**config.mk**
```make
export PLATFORM = sky130hd
export DESIGN_NAME = rx_autobaud_ctrl
export DESIGN_NICKNAME = d
export VERILOG_FILES = /design/src/rtl/rx_autobaud_ctrl.sv
export SDC_FILE = /design/constraint.sdc
export NUM_CORES = 1
export LEC_CHECK = 0
export ABC_AREA = 1
export BUFFER_PORTS_ARGS = -buffer_cell sky130_fd_sc_hd__buf_4
export CORE_MARGIN = 3
export CORE_UTILIZATION = 45
export DETAILED_ROUTE_END_ITERATION = 7
export PLACE_DENSITY = 0.78
export SLEW_MARGIN = 20
export SYNTH_ARGS = -nofsm -noshare
export SYNTH_HDL_FRONTEND = slang
export SYNTH_SLANG_ARGS = --single-unit
```
**constraint.sdc**
```tcl
create_clock -name clk -period 2.21 [get_ports clk]
set_input_delay 0.221 -clock clk [delete_from_list [all_inputs] [get_ports clk]]
set_output_delay 0.221 -clock clk [all_outputs]
set_load 0.01 [all_outputs]
```
**src/rtl/rx_autobaud_ctrl.sv**
```systemverilog
// rx_autobaud_ctrl: measures line bit rate from a 0x55 sync character, programs the
// UART receiver, gates its serial input until lock and drains received bytes.
`default_nettype none

module rx_autobaud_ctrl (
  input  logic        clk,
  input  logic        n_rst,
  input  logic        serial_in,
  input  logic        start_cal,
  input  logic [3:0]  cfg_data_size,
  input  logic        data_ready,
  input  logic        overrun_error,
  input  logic        framing_error,
  input  logic [7:0]  rx_data,
  output logic        rx_serial,
  output logic [13:0] bit_period,
  output logic [3:0]  data_size,
  output logic        data_read,
  output logic [7:0]  byte_out,
  output logic        byte_valid,
  input  logic        byte_ack,
  output logic        locked,
  output logic        cal_error
);

  typedef enum logic [2:0] {
    IDLE       = 3'd0,
    WAIT_START = 3'd1,
    MEASURE    = 3'd2,
    SETTLE     = 3'd3,
    LOCKED     = 3'd4,
    ERROR      = 3'd5
  } state_t;

  localparam logic [16:0] CNT_TIMEOUT = 17'd131068;

  state_t      state, next_state;
  logic        sync1, s, s_d;
  logic        fall, rise;
  logic [16:0] cnt;
  logic [2:0]  fall_cnt;
  logic [1:0]  err_cnt;
  logic        fe_d, fe_rise;
  logic [17:0] meas;
  logic        meas_ok;
  logic        clr_meas, load_bp, capture;
  logic        unused_inputs;

  assign unused_inputs = overrun_error;

  // Line idles high, so the synchronizer resets to 1 to avoid a false edge.
  always_ff @(posedge clk or negedge n_rst) begin
    if (!n_rst) begin
      sync1 <= 1'b1;
      s     <= 1'b1;
      s_d   <= 1'b1;
    end else begin
      sync1 <= serial_in;
      s     <= sync1;
      s_d   <= s;
    end
  end

  assign fall    = s_d & ~s;
  assign rise    = ~s_d & s;
  assign fe_rise = framing_error & ~fe_d;

  // cnt holds N-1 on the closing edge, so +5 gives the rounded (N+4)>>3.
  assign meas    = ({1'b0, cnt} + 18'd5) >> 3;
  assign meas_ok = (meas >= 18'd16) && (meas <= 18'd16383);

  always_ff @(posedge clk or negedge n_rst) begin
    if (!n_rst) state <= IDLE;
    else        state <= next_state;
  end

  always_comb begin
    next_state = state;
    clr_meas   = 1'b0;
    load_bp    = 1'b0;
    capture    = 1'b0;
    if (start_cal) begin
      next_state = WAIT_START;
    end else begin
      case (state)
        IDLE: ;
        WAIT_START: begin
          if (fall) begin
            clr_meas   = 1'b1;
            next_state = MEASURE;
          end
        end
        MEASURE: begin
          if (fall && (fall_cnt == 3'd3)) begin
            if (meas_ok) begin
              load_bp    = 1'b1;
              next_state = SETTLE;
            end else begin
              next_state = ERROR;
            end
          end else if (cnt == CNT_TIMEOUT) begin
            next_state = ERROR;
          end
        end
        SETTLE: begin
          if (rise) next_state = LOCKED;
        end
        LOCKED: begin
          capture = data_ready & ~byte_valid & ~data_read;
          if (fe_rise && (err_cnt == 2'd2)) next_state = WAIT_START;
        end
        ERROR: ;
        default: next_state = IDLE;
      endcase
    end
  end

  always_ff @(posedge clk or negedge n_rst) begin
    if (!n_rst) begin
      cnt      <= '0;
      fall_cnt <= '0;
    end else if (clr_meas) begin
      cnt      <= '0;
      fall_cnt <= '0;
    end else if (state == MEASURE) begin
      cnt <= cnt + 17'd1;
      if (fall) fall_cnt <= fall_cnt + 3'd1;
    end
  end

  always_ff @(posedge clk or negedge n_rst) begin
    if (!n_rst) begin
      fe_d    <= 1'b0;
      err_cnt <= '0;
    end else begin
      fe_d <= framing_error;
      if (start_cal || capture) begin
        err_cnt <= '0;
      end else if ((state == LOCKED) && fe_rise) begin
        err_cnt <= (err_cnt == 2'd2) ? 2'd0 : err_cnt + 2'd1;
      end
    end
  end

  always_ff @(posedge clk or negedge n_rst) begin
    if (!n_rst) begin
      bit_period <= 14'd10;
      data_size  <= 4'd8;
    end else begin
      if (load_bp) bit_period <= meas[13:0];
      if (start_cal) begin
        data_size <= ((cfg_data_size >= 4'd5) && (cfg_data_size <= 4'd8)) ? cfg_data_size : 4'd8;
      end
    end
  end

  // Ack clears before a new capture is considered; capture needs byte_valid low.
  always_ff @(posedge clk or negedge n_rst) begin
    if (!n_rst) begin
      data_read  <= 1'b0;
      byte_out   <= '0;
      byte_valid <= 1'b0;
    end else begin
      data_read <= capture;
      if (capture) byte_out <= rx_data;
      if (start_cal)     byte_valid <= 1'b0;
      else if (capture)  byte_valid <= 1'b1;
      else if (byte_ack) byte_valid <= 1'b0;
    end
  end

  assign locked    = (state == LOCKED);
  assign cal_error = (state == ERROR);
  assign rx_serial = (state == LOCKED) ? s : 1'b1;

endmodule

`default_nettype wire
```
==> impl_metrics.json, run 1 <==
{
  "dp_worst_setup_slack_ns": 0.100,
  "ys_ff_latch": 57,
  "cp_data_arrival_time_ns": 2.29,
  "synth_nets": 418,
  "cp-start-kind": "flip-flop",
  "fin_area_um2": 3800,
  "synth_top_area_cell": "dfrtp_1",
  "clock_sinks": 57,
  "drt_iter0_markers": 203,
  "seqCellArea_um2": 1440,
  "async_flop_share_pct": 100,
  "drt-wirelength-per-cell_um": 12.9,
  "synth.distinct_cells": 33,
  "power.leakage_uw": 0.00194,
  "routed_wirelength_um": 6990,
  "drc": 0,
  "start_util_pct": 48.3,
  "synth-main-ff-cell": "dfrtp_1",
  "slew_violations": 0,
  "path_delay_family": "simple AND/OR/NAND/NOR gates",
  "power.total_uw": 3240,
  "cts_made_buffers": 9,
  "setup_viol": 0,
  "hpwlAfterDp_um": 4830,
  "peakVddDrop_mv": 0.703,
  "multi_input_area_um2": 1380,
  "worstPathCellList": "nand2_1 -> nor2_1 -> nand3_1 -> o21ai_0 -> nand2_1 -> nor2_1 -> nand3_4 -> nand3_4 -> nor2_4 -> nand2_1 -> nand2_1",
  "final_nets": 484,
  "rsz0062_at_grt": "no",
  "powerDensity_nw_per_um2": 853,
  "max_stage_delay_ns": 0.43,
  "synth_seq_area_share_pct": 48.4,
  "crit_top_cell": "nand2_1",
  "fill_cells": 519,
  "crit_slowest_cell": "dfrtp_1",
  "grt_start_max_net_pins": 58,
  "ant_nets": 0,
  "finalWorstSetupSlack_ns": 0.143,
  "crit_path_end_kind": "flip-flop",
  "crit_type": "reg2reg",
  "vias": 2785,
  "pin_count": 51,
  "clk_latency_ns": 0.34,
  "cts_root_buffer": "clkbuf_8",
  "min_period_ns": 2.07,
  "grt_pass1_wl_um": 11600,
  "drive_above_1_share_pct": 20.2,
  "maxCapViolations": 0,
  "io_buffers": 49,
  "synth_enable_flop_cells": 0,
  "worst_pin_slew_ns": 0.699,
  "synth_top_area_share_pct": 43.1,
  "skew_ns": 0.0104,
  "area_delta_synth_final_pct": 28.1,
  "core_um2": 6130,
  "crit_required_ns": 2.44,
  "fin_crit_sh_pct": 93.5,
  "critical_path_buf_inv_count": 0,
  "die_w_um": 87.2,
  "placed_area_um2": 3430,
  "n_antenna_cell": 0,
  "antenna_found_initial": 0,
  "hp-class": "in2reg",
  "h-tree-depth": 3,
  "num_rows": 28,
  "die-area_um2": 7600,
  "first_pass_iters": 5,
  "yosys_warnings": 0,
  "cts_tree": "built",
  "ys_top_cells_by_count": "140 x nand2_1, 51 x dfrtp_1, 47 x inv_1",
  "synth.most_common_cell": "nand2_1",
  "worst_hold_slack_ns": 0.0691,
  "cp_max_fo": 7,
  "grt.total_usage_pct": 19.5,
  "synth.avg_cell_area_um2": 7.52,
  "routed_via_density": 5.16,
  "status": "completed",
  "fmax_mhz": 484,
  "overflow": 0,
  "setup_tns_ns": 0,
  "syn-cell-area_um2": 2960,
  "dieHeight_um": 87.2,
  "cts_max_path_buffers": 2,
  "slew_headroom_pct": 53.4,
  "synth.area.top_cells": "dfrtp_1 43%, nand2_1 18%, inv_1 6.0%, nor2_1 5.4%, dfstp_2 5.3%",
  "path_clk_slew_ns": 0.07,
  "hold_viol_final": 0,
  "grt_pass1_vias": 2647,
  "netlist_instances": 394,
  "gp_congestion": 0.894
}
## area by class of cell
cell class                 instances  area share [%]
timing repair buffer              59            11.9
tap                               75            2.47
sequential                        57            37.8
clock inverter                     4            2.60
clock buffer                      12            4.09
inverter                          48            4.75
multi-input combinational        285            36.4
## cell families (layout without fill, tap and decap cells)
family | after synthesis | count (layout) | share of synthesized area (%)
adder cells (fa/ha/maj) | 4 | 4 | 1.69
AND/OR/NAND/NOR | 226 | 228 | 32.3
XOR/XNOR | 5 | 5 | 1.48
buffers and inverters | 54 | 123 | 7.26
AO/OA/AOI/OAI | 48 | 48 | 8.91
flip-flops | 57 | 57 | 48.4
## routing by layer
layer | GRT usage [%] | part of all wire (%) | up-vias
met5 | 0 | 0 | -
met4 | 8.93 | 2.3 | 0
met3 | 5.01 | 5.9 | 16
met2 | 30.8 | 48 | 78
met1 | 25.2 | 43 | 1292
li1 | - | - | 1399
## flip-flops by register name, summed over array words and instances, names as in the netlist, 2 cells and up
register    flops
cnt            17
fall_cnt        3
err_cnt         2
bit_period     14
state           3
data_size       4
byte_out        8
## what timing repair did
item	4_1_cts	5_1_grt
gates resized for setup	0	11
setup buffers	0	2
endpoints found under the hold margin	53	0
hold buffers	3	0
setup endpoints to repair	0	15
## worst paths after layout
path | startpoint | to | slack, ns | cells after the start
min in group asynchronous | n_rst | cnt[15]$_DFFE_PN0P_ | 0.48 | 2
setup / recovery | cnt[8]$_DFFE_PN0P_ | bit_period[2]$_DFFE_PN0P_ | 0.14 | 11
hold / removal | byte_ack | byte_valid$_DFFE_PN0P_ | 0.07 | 2
max in group asynchronous | n_rst | cnt[3]$_DFFE_PN0P_ | 1.24 | 2
hold reg to reg | sync1$_DFF_PN1_ | s$_DFF_PN1_ | 0.35 | 0
setup reg to reg | cnt[8]$_DFFE_PN0P_ | bit_period[2]$_DFFE_PN0P_ | 0.14 | 11
## through the flow
stage	std cells	util, %
3_5_place_dp	517	55.9
6_report	540	61.9
5_1_grt	540	61.9
3_3_place_gp	517	55.9
4_1_cts	536	60.6
2_1_floorplan	394	-
## cells in the final DEF (no fill, tap or decap), types with 2 or more instances in the layout
cell / count
nand2_1: 139
buf_4: 56
dfrtp_1: 49
inv_1: 47
nor2_1: 42
o21ai_0: 23
nand3_1: 17
a21oi_1: 14
clkbuf_8: 11
nand4_1: 7
nor3_1: 6
dfstp_2: 6
nor2_4: 4
nor4_1: 3
nand2_2: 3
xor2_1: 3
ha_1: 3
bufinv_16: 3
dlygate4sd3_1: 3
nand3_4: 2
a31oi_1: 2
xnor2_1: 2
dfrtp_2: 2
## where the power goes
group	switching, µW	leakage, µW	internal [µW]
sequential	109	0.000753	1180
combinational	419	0.00106	297
clock	424	0.000127	813
total	952	0.00194	2290
(Power assumes the default switching activity.)
==> inputs of run 2 (changes only) <==
- REMOVE_ABC_BUFFERS: not set -> 1
==> run 2 against run 1 <==
  * Sequential power is essentially flat
  * Clock-buffer cell count shrank 1
  * Final area shrank 1.9%
  * Clock skew shrank 0.0020 ns
  * Critical endpoint is now bit_period[11]$_DFFE_PN0P_
  * Register-to-register slack gained 0.09 ns
  * Largest cell class unchanged
  * Utilization shrank 1.2 points
  * Worst setup slack gained 0.086 ns
  * Largest power group unchanged
==> impl_metrics.json, run 2 (same netlist as run 1, synthesis figures left out) <==
{
  "hp-class": "in2reg",
  "area_delta_synth_final_pct": 25.6,
  "routed_via_density": 5.10,
  "peakVddDrop_mv": 0.446,
  "drt_iter0_markers": 203,
  "worst_pin_slew_ns": 0.714,
  "fin_area_um2": 3720,
  "h-tree-depth": 3,
  "die_w_um": 87.2,
  "cts_root_buffer": "clkbuf_8",
  "cp_max_fo": 9,
  "hold_depth": 2,
  "grt_pass1_vias": 2611,
  "largest_register_ffs": 17,
  "min_from": "byte_ack",
  "powerDensity_nw_per_um2": 796,
  "worstReg2RegEnd": "bit_period[11]$_DFFE_PN0P_",
  "setup_viol": 0,
  "routed_wirelength_um": 6630,
  "worstPathCellList": "ha_2 -> nand2_1 -> nand2_4 -> nand2_1 -> nand2_1 -> nand2_1 -> nor2_1 -> nand2_1 -> nor2_1 -> nand3_2 -> nand3_4 -> nor2_4 -> nand2_1 -> nand2_1",
  "finalWorstSetupSlack_ns": 0.229,
  "reg2reg_depth": 14,
  "first_pass_iters": 4,
  "status": "completed",
  "holdPathEnd": "byte_valid$_DFFE_PN0P_",
  "ant_nets": 0,
  "path_delay_family": "simple AND/OR/NAND/NOR gates",
  "final_nets": 484,
  "fmax_mhz": 505,
  "slew_violations": 0,
  "grt_start_max_net_pins": 58,
  "vias": 2753,
  "dp_worst_setup_slack_ns": 0.151,
  "fin_crit_sh_pct": 89.7,
  "crit_path_end_kind": "flip-flop",
  "antenna_found_initial": 0,
  "drive_above_1_share_pct": 19.6,
  "hold_viol_final": 0,
  "cts_made_buffers": 9,
  "dieHeight_um": 87.2,
  "core_um2": 6130,
  "hpwlAfterDp_um": 4770,
  "overflow": 0,
  "grt_pass1_wl_um": 11400,
  "power.leakage_uw": 0.00192,
  "cp_data_arrival_time_ns": 2.21,
  "clock_sinks": 57,
  "die-area_um2": 7600,
  "critical_path_buf_inv_count": 0,
  "r2r_start": "cnt[0]$_DFFE_PN0P_",
  "crit_type": "reg2reg",
  "top_regs": "cnt x17, bit_period x14, byte_out x8",
  "layout_common_cells": "139 x nand2_1, 57 x buf_4, 51 x dfrtp_1",
  "path_clk_slew_ns": 0.07,
  "slew_headroom_pct": 52.4,
  "max_stage_delay_ns": 0.40,
  "reg2reg_setup_slack_ns": 0.23,
  "n_antenna_cell": 0,
  "skew_ns": 0.00843,
  "crit_slowest_cell": "dfrtp_1",
  "gp_congestion": 0.917,
  "grt.total_usage_pct": 18.9,
  "num_rows": 28,
  "regMostFlops": "cnt",
  "min_period_ns": 1.98,
  "drc": 0,
  "cts_tree": "built",
  "clk_latency_ns": 0.34,
  "pin_count": 51,
  "crit_top_cell": "nand2_1",
  "layout_commonest_cell": "nand2_1",
  "maxCapViolations": 0,
  "start_util_pct": 48.3,
  "drt-wirelength-per-cell_um": 12.3,
  "io_buffers": 49,
  "placed_area_um2": 3440,
  "cp-start-kind": "flip-flop",
  "cts_max_path_buffers": 2,
  "crit_required_ns": 2.43
}
run 2: cell types whose count changed in the layout (fill, tap and decap cells not counted), sizes merged:
| cell | previous run | this run |
|---|---|---|
| clkbuf | 12 | 11 |
| clkinv | 2 | 5 |
| nand4 | 9 | 8 |
| buf | 56 | 57 |
| bufinv | 3 | 1 |
run 2: metrics by stage:
step	utilization (%)	setup TNS, ns	total power, µW	hold WS, ns	instances
detailed placement	56.2	0	1930	0.323	519
global route	60.7	-0.0412	3150	0.0604	540
finish	60.7	0	2960	0.0747	540
CTS	60.0	0	2940	0.0654	538
floorplan	-	0	1680	-0.0746	388
global placement	56.2	0	1910	0.321	519
run 2: how the worst max path moves through the flow:
stage                          from                          to  cells past startpoint
2_1_floorplan  state[2]$_DFFE_PN0P_         cnt[16]$_DFFE_PN0P_                     11
3_3_place_gp     cnt[0]$_DFFE_PN0P_   bit_period[0]$_DFFE_PN0P_                     13
3_5_place_dp     cnt[0]$_DFFE_PN0P_  bit_period[10]$_DFFE_PN0P_                     11
4_1_cts          cnt[0]$_DFFE_PN0P_  bit_period[11]$_DFFE_PN0P_                     11
5_1_grt          cnt[0]$_DFFE_PN0P_  bit_period[12]$_DFFE_PN0P_                     14
6_report         cnt[0]$_DFFE_PN0P_  bit_period[11]$_DFFE_PN0P_                     14
run 2: layer usage:
layer	part of all wire (%)	GRT usage, %	wire (µm)	vias to the layer above
met5	0	0	0	-
met4	1.3	6.97	85	0
met3	6.4	4.73	424	8
met2	48	30.1	3150	83
met1	45	25.0	2970	1276
li1	-	-	-	1386
run 2: worst reg2reg max path, delay by kind of cell (launching register included):
family / cells / cell delay (ns)
adder cells (fa/ha/maj): 1 / 0.21
flip-flops: 1 / 0.40
AND/OR/NAND/NOR: 13 / 1.27
run 2: final cells by class:
| type | count | area [µm²] |
|---|---|---|
| well taps | 75 | 93.8 |
| clock inverters | 5 | 53.8 |
| inverters | 48 | 180 |
| fillers | 511 | 2410 |
| flip-flops and latches | 57 | 1430 |
| clock buffers | 11 | 151 |
| repair buffers | 60 | 458 |
| multi-input cells | 284 | 1350 |
run 2: repair_timing:
item / 4_1_cts / 5_1_grt
endpoints found under the setup margin: 0 / 14
hold endpoints to repair: 53 / 0
hold buffers: 3 / 0
resized for setup: 0 / 6
setup buffers: 0 / 1
run 2: where the power goes:
group | leakage (µW) | switching [µW] | total [µW] | internal [µW]
Combinational | 0.00106 | 394 | 680 | 286
Clock | 0.000109 | 427 | 1000 | 578
Sequential | 0.000756 | 104 | 1280 | 1180
==> inputs of run 3 (changes only) <==
--- a/config.mk
+++ b/config.mk
@@ -7,9 +7,9 @@
 export LEC_CHECK = 0
 export ABC_AREA = 1
-export BUFFER_PORTS_ARGS = -buffer_cell sky130_fd_sc_hd__buf_4
 export CORE_MARGIN = 3
 export CORE_UTILIZATION = 45
 export DETAILED_ROUTE_END_ITERATION = 7
-export PLACE_DENSITY = 0.78
+export DONT_BUFFER_PORTS = 1
+export PLACE_DENSITY = 0.72
 export REMOVE_ABC_BUFFERS = 1
 export SLEW_MARGIN = 20
==> constraint.sdc (replaced) <==
create_clock -name clk -period 2.21 [get_ports clk]
set_input_delay 0.221 -clock clk [delete_from_list [all_inputs] [get_ports clk]]
set_output_delay 0.221 -clock clk [all_outputs]
set_load 0.05 [all_outputs]
==> run 3 against run 2 <==
  * Die area is the same
  * Global-route usage grew 0.18 points
  * Register-to-register slack lost 0.02 ns
==> impl_metrics.json, run 3 (same netlist as run 1, synthesis figures left out) <==
{
  "cts_max_path_buffers": 2,
  "min_from": "start_cal",
  "die-area_um2": 7600,
  "power.share.clock_pct": 35.4,
  "io_buffers": 0,
  "setup_viol": 0,
  "worstPathCellList": "ha_2 -> nand2_1 -> nand2_4 -> nand2_1 -> nand2_1 -> nand2_1 -> nor2_1 -> nand2_1 -> nor2_2 -> nand3_2 -> nand3_4 -> nor2_4 -> nand2_1 -> nand2_1",
  "power.leakage_uw": 0.00173,
  "drive_above_1_share_pct": 11.0,
  "cts_tree": "built",
  "slew_violations": 0,
  "drc": 0,
  "regMostFlops": "cnt",
  "start_util_pct": 48.3,
  "drt-wirelength-per-cell_um": 13.4,
  "core_um2": 6130,
  "crit_slowest_cell": "dfrtp_1",
  "peakVddDrop_mv": 0.537,
  "startpoint": "cnt[0]$_DFFE_PN0P_",
  "layout_common_cells": "140 x nand2_1, 50 x dfrtp_1, 47 x inv_1",
  "fin_crit_sh_pct": 90.5,
  "slew_headroom_pct": 63.1,
  "grt_start_max_net_pins": 58,
  "r2r_start": "cnt[0]$_DFFE_PN0P_",
  "crit_top_cell": "nand2_1",
  "worst_pin_slew_ns": 0.551,
  "crit_type": "reg2reg",
  "vias": 2626,
  "dieHeight_um": 87.2,
  "crit_path_end_kind": "flip-flop",
  "largest_register_ffs": 17,
  "hold_viol_final": 0,
  "num_rows": 28,
  "hpwlAfterDp_um": 4630,
  "routed_via_density": 5.22,
  "layout_commonest_cell": "nand2_1",
  "grt_util_met1_pct": 25.3,
  "cts_made_buffers": 9,
  "grt_use_met2_pct": 29.8,
  "path_clk_slew_ns": 0.06,
  "p_seq_share_pct": 45.8,
  "gp_congestion": 0.863,
  "antenna_found_initial": 0,
  "status": "completed",
  "first_pass_iters": 4,
  "path_delay_family": "simple AND/OR/NAND/NOR gates",
  "placed_area_um2": 3080,
  "grt_pass1_wl_um": 11300,
  "min_period_ns": 2.00,
  "area_delta_synth_final_pct": 18.8,
  "drt_iter0_markers": 172,
  "hp-class": "in2reg",
  "clk_latency_ns": 0.34,
  "pin_count": 51,
  "die_w_um": 87.2,
  "overflow": 0,
  "cts_root_buffer": "clkbuf_8",
  "fin_area_um2": 3520,
  "routed_wirelength_um": 6760,
  "crit_required_ns": 2.43,
  "top_regs": "cnt x17, bit_period x14, byte_out x8",
  "clock_sinks": 57,
  "p_int_uw": 2090,
  "dp_worst_setup_slack_ns": 0.118,
  "powerDensity_nw_per_um2": 894,
  "grt_pass1_vias": 2472,
  "switchingPower_uw": 1050,
  "grt.total_usage_pct": 19.1,
  "finalWorstSetupSlack_ns": 0.210,
  "netSwitchingFraction_pct": 33.4,
  "cp_max_fo": 9,
  "maxCapViolations": 0,
  "n_antenna_cell": 0,
  "ant_nets": 0,
  "fmax_mhz": 500,
  "max_stage_delay_ns": 0.39,
  "critical_path_buf_inv_count": 0,
  "gr-usage-met3_pct": 4.64,
  "p_comb_share_pct": 18.8,
  "cp_data_arrival_time_ns": 2.22,
  "h-tree-depth": 3,
  "final_nets": 447,
  "cp-start-kind": "flip-flop",
  "grt-busiest-layer": "met2",
  "skew_ns": 0.00608
}
==> run 3: metal layers <==
layer | part of all wire (%) | vias to the layer above
met5 | 0 | -
met4 | 1.9 | 0
met3 | 5.1 | 9
met2 | 48 | 73
met1 | 45 | 1228
li1 | - | 1316
==> run 3: what timing repair did <==
action,4_1_cts,5_1_grt
endpoints found under the hold margin,69,0
setup endpoints to repair,0,16
hold buffers,14,0
gates resized for setup,0,9
setup buffers,0,1
==> run 3: power by group through the flow <==
stage | combinational, µW | clock (µW) | sequential [µW]
3_5_place_dp | 509 | 0 | 1460
2_1_floorplan | 390 | 0 | 1430
5_1_grt | 679 | 1190 | 1460
6_report | 593 | 1110 | 1440
3_3_place_gp | 491 | 0 | 1450
4_1_cts | 561 | 1140 | 1440
==> run 3: area by class of cell <==
type,count,area (µm²)
clock buffers,11,151
inverters,48,180
multi-input cells,284,1360
clock inverters,5,77.6
flip-flops and latches,57,1440
fillers,561,2610
well taps,75,93.8
repair buffers,23,225
==> run 3: final timing paths <==
check                      slack, ns  cells after the start                   endpoint
max                             0.21                     14  bit_period[2]$_DFFE_PN0P_
min                             0.01                      3  bit_period[3]$_DFFE_PN1P_
max reg2reg                     0.21                     14  bit_period[2]$_DFFE_PN0P_
min reg2reg                     0.36                      0                s$_DFF_PN1_
max in group asynchronous       1.52                      2   data_size[3]$_DFFE_PN1P_
min in group asynchronous       0.41                      2  bit_period[0]$_DFFE_PN0P_
==> run 3: through the flow <==
step           setup TNS, ns  total power (µW)  util, %  cells  hold WS, ns
3_3_place_gp               0              1940     50.3    471      -0.0720
3_5_place_dp               0              1970     50.3    471      -0.0720
5_1_grt               -0.151              3320     57.4    503      0.00515
6_report                   0              3150     57.4    503       0.0137
4_1_cts                    0              3140     56.6    501      0.00395
2_1_floorplan         -0.661              1820        -    388      -0.0746
==> run 3: worst register-to-register path, cell delays in order (launching register included) <==
cell and delay [ns]:
dfrtp_1 0.39, ha_2 0.21, nand2_1 0.09, nand2_4 0.13
nand2_1 0.10, nand2_1 0.07, nand2_1 0.08, nor2_1 0.11
nand2_1 0.07, nor2_2 0.15, nand3_2 0.16, nand3_4 0.14
nor2_4 0.08, nand2_1 0.06, nand2_1 0.06
